## config.mk

```make
export PLATFORM = sky130hd
export DESIGN_NAME = sys_bus_initiator_flat
export DESIGN_NICKNAME = d
export VERILOG_FILES = /design/src/rtl/sys_bus_pkg.sv /design/src/rtl/sys_bus_if.sv /design/src/rtl/sys_bus_initiator.sv /design/src/flat_wrapper.sv
export SDC_FILE = /design/constraint.sdc
export NUM_CORES = 1
export LEC_CHECK = 0
export ABC_AREA = 1
export CELL_PAD_IN_SITES_DETAIL_PLACEMENT = 1
export CELL_PAD_IN_SITES_GLOBAL_PLACEMENT = 2
export CORE_ASPECT_RATIO = 1.4
export CORE_MARGIN = 2
export CORE_UTILIZATION = 34
export CTS_CLUSTER_SIZE = 40
export DETAILED_ROUTE_END_ITERATION = 8
export DONT_BUFFER_PORTS = 1
export GPL_TIMING_DRIVEN = 0
export PLACE_DENSITY_LB_ADDON = 0.1
export SLEW_MARGIN = 20
export SYNTH_ARGS = -nofsm -noshare
export SYNTH_HDL_FRONTEND = slang
export SYNTH_SLANG_ARGS = --single-unit
```

## constraint.sdc

```tcl
create_clock -name clk_i -period 1.6 [get_ports clk_i]
set_input_delay 0.32 -clock clk_i [delete_from_list [all_inputs] [get_ports clk_i]]
set_output_delay 0.32 -clock clk_i [all_outputs]
set_load 0.05 [all_outputs]
```

## src/rtl/sys_bus_pkg.sv

```systemverilog
// Shared definitions for system-bus initiators: FSM state encoding and bus widths.
package sys_bus_pkg;

   localparam int DW = 32;

   typedef enum logic [1:0] {
      IDLE   = 2'd0,
      STROBE = 2'd1,
      WAIT   = 2'd2,
      RESP   = 2'd3
   } bus_state_e;

endpackage

```

## src/rtl/sys_bus_if.sv

```systemverilog
// System bus connection: the initiator drives address/data/strobes, the slave returns rdata/err/ack.
interface sys_bus_if #(
   parameter int AW = 32
) ();

   logic [AW-1:0] addr;
   logic [31:0]   wdata;
   logic          wen;
   logic          ren;
   logic [31:0]   rdata;
   logic          err;
   logic          ack;

   modport m (output addr, wdata, wen, ren, input rdata, err, ack);
   modport s (input addr, wdata, wen, ren, output rdata, err, ack);

endinterface

```

## src/rtl/sys_bus_initiator.sv

```systemverilog
// Single-outstanding bus initiator: accepts a command, strobes the bus once, waits for ack
// or timeout, then holds a response until it is accepted.
module sys_bus_initiator
   import sys_bus_pkg::*;
#(
   parameter int TMO = 1023,
   parameter int AW  = 32
) (
   input  logic          clk_i,
   input  logic          rstn_i,
   input  logic          cmd_vld_i,
   output logic          cmd_rdy_o,
   input  logic          cmd_wr_i,
   input  logic [AW-1:0] cmd_addr_i,
   input  logic [31:0]   cmd_wdata_i,
   output logic          rsp_vld_o,
   input  logic          rsp_rdy_i,
   output logic [31:0]   rsp_rdata_o,
   output logic          rsp_err_o,
   output logic          rsp_tmo_o,
   sys_bus_if.m          bus
);

   // Handshakes: a transfer happens on a rising edge where valid and ready are both high;
   // valid and its payload stay stable until that edge.

   localparam int            CW       = $clog2(TMO + 1);
   localparam logic [CW-1:0] TMO_LAST = CW'(TMO - 1);

   bus_state_e    state_q, state_d;
   logic [CW-1:0] cnt_q, cnt_d;
   logic          wr_q;
   logic [AW-1:0] addr_q;
   logic [31:0]   wdata_q;
   logic [31:0]   rdata_q;
   logic          err_q;
   logic          tmo_q;

   logic          cmd_xfer;
   logic          cap_ack;
   logic          cap_tmo;
   logic          wen_c;
   logic          ren_c;

   always_comb begin
      state_d   = state_q;
      cnt_d     = cnt_q;
      cmd_xfer  = 1'b0;
      cap_ack   = 1'b0;
      cap_tmo   = 1'b0;
      wen_c     = 1'b0;
      ren_c     = 1'b0;
      cmd_rdy_o = 1'b0;
      rsp_vld_o = 1'b0;
      case (state_q)
         IDLE: begin
            cmd_rdy_o = 1'b1;
            if (cmd_vld_i) begin
               cmd_xfer = 1'b1;
               state_d  = STROBE;
            end
         end
         STROBE: begin
            wen_c = wr_q;
            ren_c = ~wr_q;
            if (bus.ack) begin
               cap_ack = 1'b1;
               state_d = RESP;
            end else begin
               cnt_d   = '0;
               state_d = WAIT;
            end
         end
         WAIT: begin
            // An ack arriving on the last allowed cycle still wins over the timeout.
            if (bus.ack) begin
               cap_ack = 1'b1;
               state_d = RESP;
            end else if (cnt_q == TMO_LAST) begin
               cap_tmo = 1'b1;
               state_d = RESP;
            end else begin
               cnt_d = cnt_q + CW'(1);
            end
         end
         RESP: begin
            rsp_vld_o = 1'b1;
            if (rsp_rdy_i) state_d = IDLE;
         end
         default: state_d = IDLE;
      endcase
   end

   always_ff @(posedge clk_i or negedge rstn_i) begin
      if (!rstn_i) begin
         state_q <= IDLE;
         cnt_q   <= '0;
         wr_q    <= 1'b0;
         addr_q  <= '0;
         wdata_q <= '0;
         rdata_q <= '0;
         err_q   <= 1'b0;
         tmo_q   <= 1'b0;
      end else begin
         state_q <= state_d;
         cnt_q   <= cnt_d;
         if (cmd_xfer) begin
            wr_q    <= cmd_wr_i;
            addr_q  <= cmd_addr_i;
            wdata_q <= cmd_wdata_i;
         end
         if (cap_ack) begin
            rdata_q <= wr_q ? 32'h0 : bus.rdata;
            err_q   <= bus.err;
            tmo_q   <= 1'b0;
         end else if (cap_tmo) begin
            rdata_q <= 32'h0;
            err_q   <= 1'b1;
            tmo_q   <= 1'b1;
         end
      end
   end

   assign bus.addr    = addr_q;
   assign bus.wdata   = wdata_q;
   assign bus.wen     = wen_c;
   assign bus.ren     = ren_c;
   assign rsp_rdata_o = rdata_q;
   assign rsp_err_o   = err_q;
   assign rsp_tmo_o   = tmo_q;

endmodule

```

## src/flat_wrapper.sv

```systemverilog
// flat-port wrapper written by rule: the top's interface ports become plain ports
module sys_bus_initiator_flat import sys_bus_pkg::*;
#(
   parameter int TMO = 1023,
   parameter int AW  = 32
)
  (clk_i, rstn_i, cmd_vld_i, cmd_rdy_o, cmd_wr_i, cmd_addr_i, cmd_wdata_i, rsp_vld_o, rsp_rdy_i, rsp_rdata_o, rsp_err_o, rsp_tmo_o, bus_addr, bus_wdata, bus_wen, bus_ren, bus_rdata, bus_err, bus_ack);
  sys_bus_if #(.AW(AW)) bus_i ();
  input  logic clk_i;
  input  logic rstn_i;
  input  logic cmd_vld_i;
  output logic cmd_rdy_o;
  input  logic cmd_wr_i;
  input  logic [AW-1:0] cmd_addr_i;
  input  logic [31:0] cmd_wdata_i;
  output logic rsp_vld_o;
  input  logic rsp_rdy_i;
  output logic [31:0] rsp_rdata_o;
  output logic rsp_err_o;
  output logic rsp_tmo_o;
  output wire logic [$bits(bus_i.addr)-1:0] bus_addr;
  output wire logic [$bits(bus_i.wdata)-1:0] bus_wdata;
  output wire logic [$bits(bus_i.wen)-1:0] bus_wen;
  output wire logic [$bits(bus_i.ren)-1:0] bus_ren;
  input wire logic [$bits(bus_i.rdata)-1:0] bus_rdata;
  input wire logic [$bits(bus_i.err)-1:0] bus_err;
  input wire logic [$bits(bus_i.ack)-1:0] bus_ack;
  assign bus_addr = bus_i.addr;
  assign bus_wdata = bus_i.wdata;
  assign bus_wen = bus_i.wen;
  assign bus_ren = bus_i.ren;
  assign bus_i.rdata = bus_rdata;
  assign bus_i.err = bus_err;
  assign bus_i.ack = bus_ack;
  sys_bus_initiator #(.TMO(TMO), .AW(AW)) u_core (.clk_i(clk_i), .rstn_i(rstn_i), .cmd_vld_i(cmd_vld_i), .cmd_rdy_o(cmd_rdy_o), .cmd_wr_i(cmd_wr_i), .cmd_addr_i(cmd_addr_i), .cmd_wdata_i(cmd_wdata_i), .rsp_vld_o(rsp_vld_o), .rsp_rdy_i(rsp_rdy_i), .rsp_rdata_o(rsp_rdata_o), .rsp_err_o(rsp_err_o), .rsp_tmo_o(rsp_tmo_o), .bus(bus_i));
endmodule
```

==> After elaboration in Yosys (flattened, before gate mapping) <==
Index checks and enable logic that the tools add are counted.
{ "op_classes": {"n_mul": 0, "reduce_logical": 6, "order_cmp": 0, "eq_ne": 10, "n_shift": 0, "bitwise": 1, "mux": 27, "div": 0, "n_addsub": 1} }
{ "op_table": {"columns": ["cell", "count"], "rows": [
  ["$mux 32", 3],
  ["$mux 10", 3],
  ["$pmux 10 s2", 1],
  ["$mux 1", 15],
  ["$add 10x1->10 const B", 1],
  ["$eq 10x10->1 const B", 1],
  ["$ne 2x2->1 const B", 5],
  ["$mux 2", 4],
  ["$pmux 2 s4", 1],
  ["$eq 2x2->1 const B", 2],
  ["$reduce_and 4->1", 1],
  ["$reduce_bool 2->1", 2],
  ["$ne 3x2->1 const B", 1],
  ["$reduce_and 3->1", 1],
  ["$eq 2x1->1 const B", 1],
  ["$logic_not 2->1", 1],
  ["$reduce_or 2->1", 1],
  ["$not 1->1", 1]
]} }
{ "word_totals": {"ram_bits": 0, "memories": 0, "mem_bits_ro": 0, "reg_bits": 111, "latch_bits": 0, "output_inout_bits": 102, "word_cells": 53} }

==> Depth between registers and ports, before layout <==
{ "logic_depth": {"word_depth": 6, "depth_mapped": 9, "ltp_nobuf": 9} }

==> Worst setup path before layout <==
No wires, ideal clock.
{ "synth_timing": {"path_type": "register to register", "from": "register u_core.state_q[0]", "to": "register u_core.addr_q[0] (netlist: u_core.bus.addr[0])", "arrival_time_ns": 1.759, "setup_ns": 0.125, "synth_period_minus_slack_ns": 1.883, "stages_incl_launch_ff": 7, "setup_slack_ns": -0.283, "cell_sequence": "dfrtp_1 -> inv_1 -> ha_1 -> nand2_1 -> buf_2 -> buf_2 -> mux2_2"} }
{ "synth_between": {"elab_chain_len": 2} }
{ "synth_rtl": {"columns": ["item", "line", "text"], "rows": [
  ["start, declared", "sys_bus_initiator.sv:30", "bus_state_e state_q, state_d;"],
  ["start signal, assigned", "sys_bus_initiator.sv:105", "state_q <= state_d;"],
  ["$logic_not 2->1", "sys_bus_initiator.sv:55", "case (state_q)"],
  ["$mux 1", "sys_bus_initiator.sv:55", null],
  ["end signal, assigned", "sys_bus_initiator.sv:109", "addr_q <= cmd_addr_i;"],
  ["end, declared", "sys_bus_initiator.sv:33", "logic [AW-1:0] addr_q;"]
]} }
No other way between the ends.
A chain may end at the register's enable or synchronous reset.

==> Worst setup path in the final report <==
{ "layout_timing": {"from": "register u_core.state_q[1]", "to": "output port bus_ren"} }
{ "layout_between": {"elab_chain_len": 2} }
{ "layout_rtl": {"columns": ["item", "line", "text"], "rows": [
  ["$eq 2x1->1", "sys_bus_initiator.sv:55", null],
  ["$mux 1", "sys_bus_initiator.sv:55", null],
  ["end, declared", "flat_wrapper.sv:24", "output wire logic [$bits(bus_i.ren)-1:0] bus_ren;"]
]} }
No other way between the ends.

==> run_results.csv <==
group,metric,value,unit
timing,fmax,0.594,GHz
timing,hold_viol_final,111,
cells_and_area,final_nets,563,
clocking,cts_root_buf,"clkbuf_16",
global_route,antenna_found_initial,0,
timing,setup_slack,-0.0827,ns
critical_path,rr_startpoint,"u_core.state_q[0]",
route,drt_iter0_markers,66,
place,hpwlAfterDp,8.72,mm
power,power,0.0153,W
cells_and_area,layout.cells.non_filler,643,
cells_and_area,final_core_util,0.424,
floorplanning,die_h,144,µm
clocking,cts_inserted_buffers,9,
cells_and_area,mostFrequentLayoutCells,"nand2_1 (119), dfrtp_1 (108), mux2_2 (65)",
global_route,grt_pass1_wl,17.6,mm
power,clock_power_share,0.154,
cells_and_area,layout_commonest_cell,"nand2_1",
synthesis,synth_top_area_cell,"dfrtp_1",
clocking,clock_path_buffers,2,
critical_path,endpoint_kind,"output pin",
critical_path,startpoint,"u_core.state_q[1]",
critical_path,worstPathMaxFanout,4,
cells_and_area,layout-drive-gt1-share,0.373,
power,sw_frac_of_total,0.522,
clocking,clock-sinks,111,
timing,slew_headroom,0.642,
global_route,grt_pass1_vias,3213,
floorplanning,fp.dieArea,0.0150,mm²
synthesis,ys_warn_count,0,
global_route,gr-total-overflow,0,
route,drc_errors,0,
floorplanning,fp-row-count,51,
clocking,htreeDepth,3,
timing,finalSetupViolations,57,
timing,worst_pin_slew,0.537,ns
timing,setup-tns-final,-2.09,ns
critical_path,cp_data_arrival_time,1.36,ns
timing,rsz0062_at_grt,"true",
floorplanning,fp.dieW,104,µm
timing,fin_crit_sh,1.05,
global_route,grt.total_usage,0.150,
synthesis,syn-cell-area,0.00477,mm²
route,viasPerCell,4.89,
place,place_inst,606,
critical_path,cp-start-kind,"register",
floorplanning,coreArea,0.0138,mm²
power,switchingPower,0.00796,W
route,wire_per_inst,18.8,µm
timing,maxSlewViolCount,0,
cells_and_area,area_growth,23.0,%
cells_and_area,diodes,0,
power,intPower,0.00730,W
critical_path,crit_required,1.28,ns
clocking,insertion_delay,0.35,ns
synthesis,postSynthAreaPerCell,11.3,µm²
synthesis,yosys.cell_types.count,27,
power,comb_power_share,0.248,
min_path,hp-class,"in -> async",
route,wirelength,12.1,mm
floorplanning,start_util,0.345,
job,cap_violations,0,
clocking,clkTransAtPathRegs,0.07,ns
global_route,grt_max_degree,112,
critical_path,crit_type,"reg -> out",
place,place_congestion,0.741,
synthesis,synth_top_area_frac,0.582,
power,leakage,2.76,nW
route,num_vias,3147,
place,portBuffers,0,
synthesis,seq_area_frac_synth,0.582,
timing,skew,0.0128,ns
synthesis,synth.net_count,531,
power,peakVddDrop,0.746,mV
outcome,violations,"hold timing, setup timing",
floorplanning,ios,205,
synthesis,netlist_instances,421,
power,seqPwrFrac,0.598,
timing,whs,-0.335,ns
outcome,status,"finished with violations",
cells_and_area,fillers,1513,
synthesis,synthTopCellsByArea,"dfrtp_1 (58%), mux2_2 (15%), nand2_1 (9.5%), nand3_1 (3.9%), nand3_2 (3.1%)",
power,powerDensity,2600,mW/mm²
route,drtPass1Iterations,4,
timing,period_needed,1.68,ns
clocking,cts_tree,"done",
route,ant_nets,0,
synthesis,synth_seq_cells,111,
## worst max-delay path, stage by stage (launching register included)
cell and delay (ns):
dfrtp_2 0.44, inv_4 0.09, ha_4 0.17, inv_2 0.05, nor2_4 0.27
## area by class of cell
cell class / count / area [µm²] / area share
multi-input combinational: 271 / 1920 / 0.328
clock buffer: 10 / 239 / 0.0407
timing repair buffer: 21 / 298 / 0.0507
buffer: 19 / 229 / 0.0390
tap: 185 / 231 / 0.0394
clock inverter: 6 / 81.3 / 0.0139
inverter: 20 / 86.3 / 0.0147
sequential: 111 / 2780 / 0.474
## power groups by stage
stage               clock [W]  sequential [W]  combinational, W
floorplan                   0         0.00879           0.00253
global placement            0         0.00915           0.00292
detailed placement          0         0.00919           0.00306
CTS                   0.00244         0.00914           0.00327
global route          0.00255         0.00927           0.00418
finish                0.00234         0.00913           0.00378
## layer usage
metal,share of wire,global-route usage,up-vias
li1,-,-,1443
met1,0.36,0.158,1567
met2,0.54,0.277,129
met3,0.083,0.0586,8
met4,0.0091,0.0455,0
met5,0,0,-
## final timing paths
| path | slack [ns] | cells after the start | endpoint |
|---|---|---|---|
| max | -0.08 | 4 | bus_ren |
| min | -0.34 | 0 | u_core.bus.wdata[23] |
| max reg2reg | -0.06 | 6 | u_core.bus.addr[8] |
| min reg2reg | 0.57 | 2 | u_core.cnt_q[3] |
| max in group asynchronous | 1.74 | 0 | u_core.cnt_q[3] |
| min in group clk_i | 0.09 | 2 | u_core.rsp_rdata_o[6] |
## what timing repair did
action | 4_1_cts | 5_1_grt
pin swaps | 3 | 7
setup buffers | 6 | 7
cloned | 1 | 7
gates resized for setup | 24 | 42
hold endpoints to repair | 111 | 111
endpoints found under the setup margin | 114 | 111
## logic make-up (layout without fill, tap and decap cells)
family | count (synthesis) | after routing | share of synthesized area
fa+ha+maj | 7 | 7 | 0.0184
flops | 111 | 111 | 0.582
xor+xnor | 1 | 1 | 0.00184
mux | 65 | 65 | 0.153
simple gates | 195 | 195 | 0.197
buf+inv | 39 | 76 | 0.0433
compound gates | 3 | 3 | 0.00393
## stage by stage
stage	cell area (µm²)	setup WS, ns
6_report	5870	-0.0827
5_1_grt	5870	-0.138
4_1_cts	5470	-0.130
3_5_place_dp	5030	-0.341
3_3_place_gp	5030	-0.276
2_1_floorplan	4800	-0.0292
## synthesized netlist by cell type, drive strengths merged
cell type,instances
nor3b,1
buf,18
or2,1
nand4,2
nand3,52
xor2,1
nand2,124
ha,7
o21ai,1
dfrtp,111
nor2,13
o22ai,1
o21bai,1
nand3b,2
mux2,65
inv,20
clkbuf,1
## state kept, by name, summed over array words and instances (netlist names)
| signal | flops |
|---|---|
| u_core.bus.addr | 32 |
| u_core.bus.wdata | 32 |
| u_core.cnt_q | 10 |
| u_core.rsp_err_o | 1 |
| u_core.rsp_rdata_o | 32 |
| u_core.rsp_tmo_o | 1 |
| u_core.state_q | 2 |
| u_core.wr_q | 1 |
Note: power is estimated with default switching activity, not from simulation.
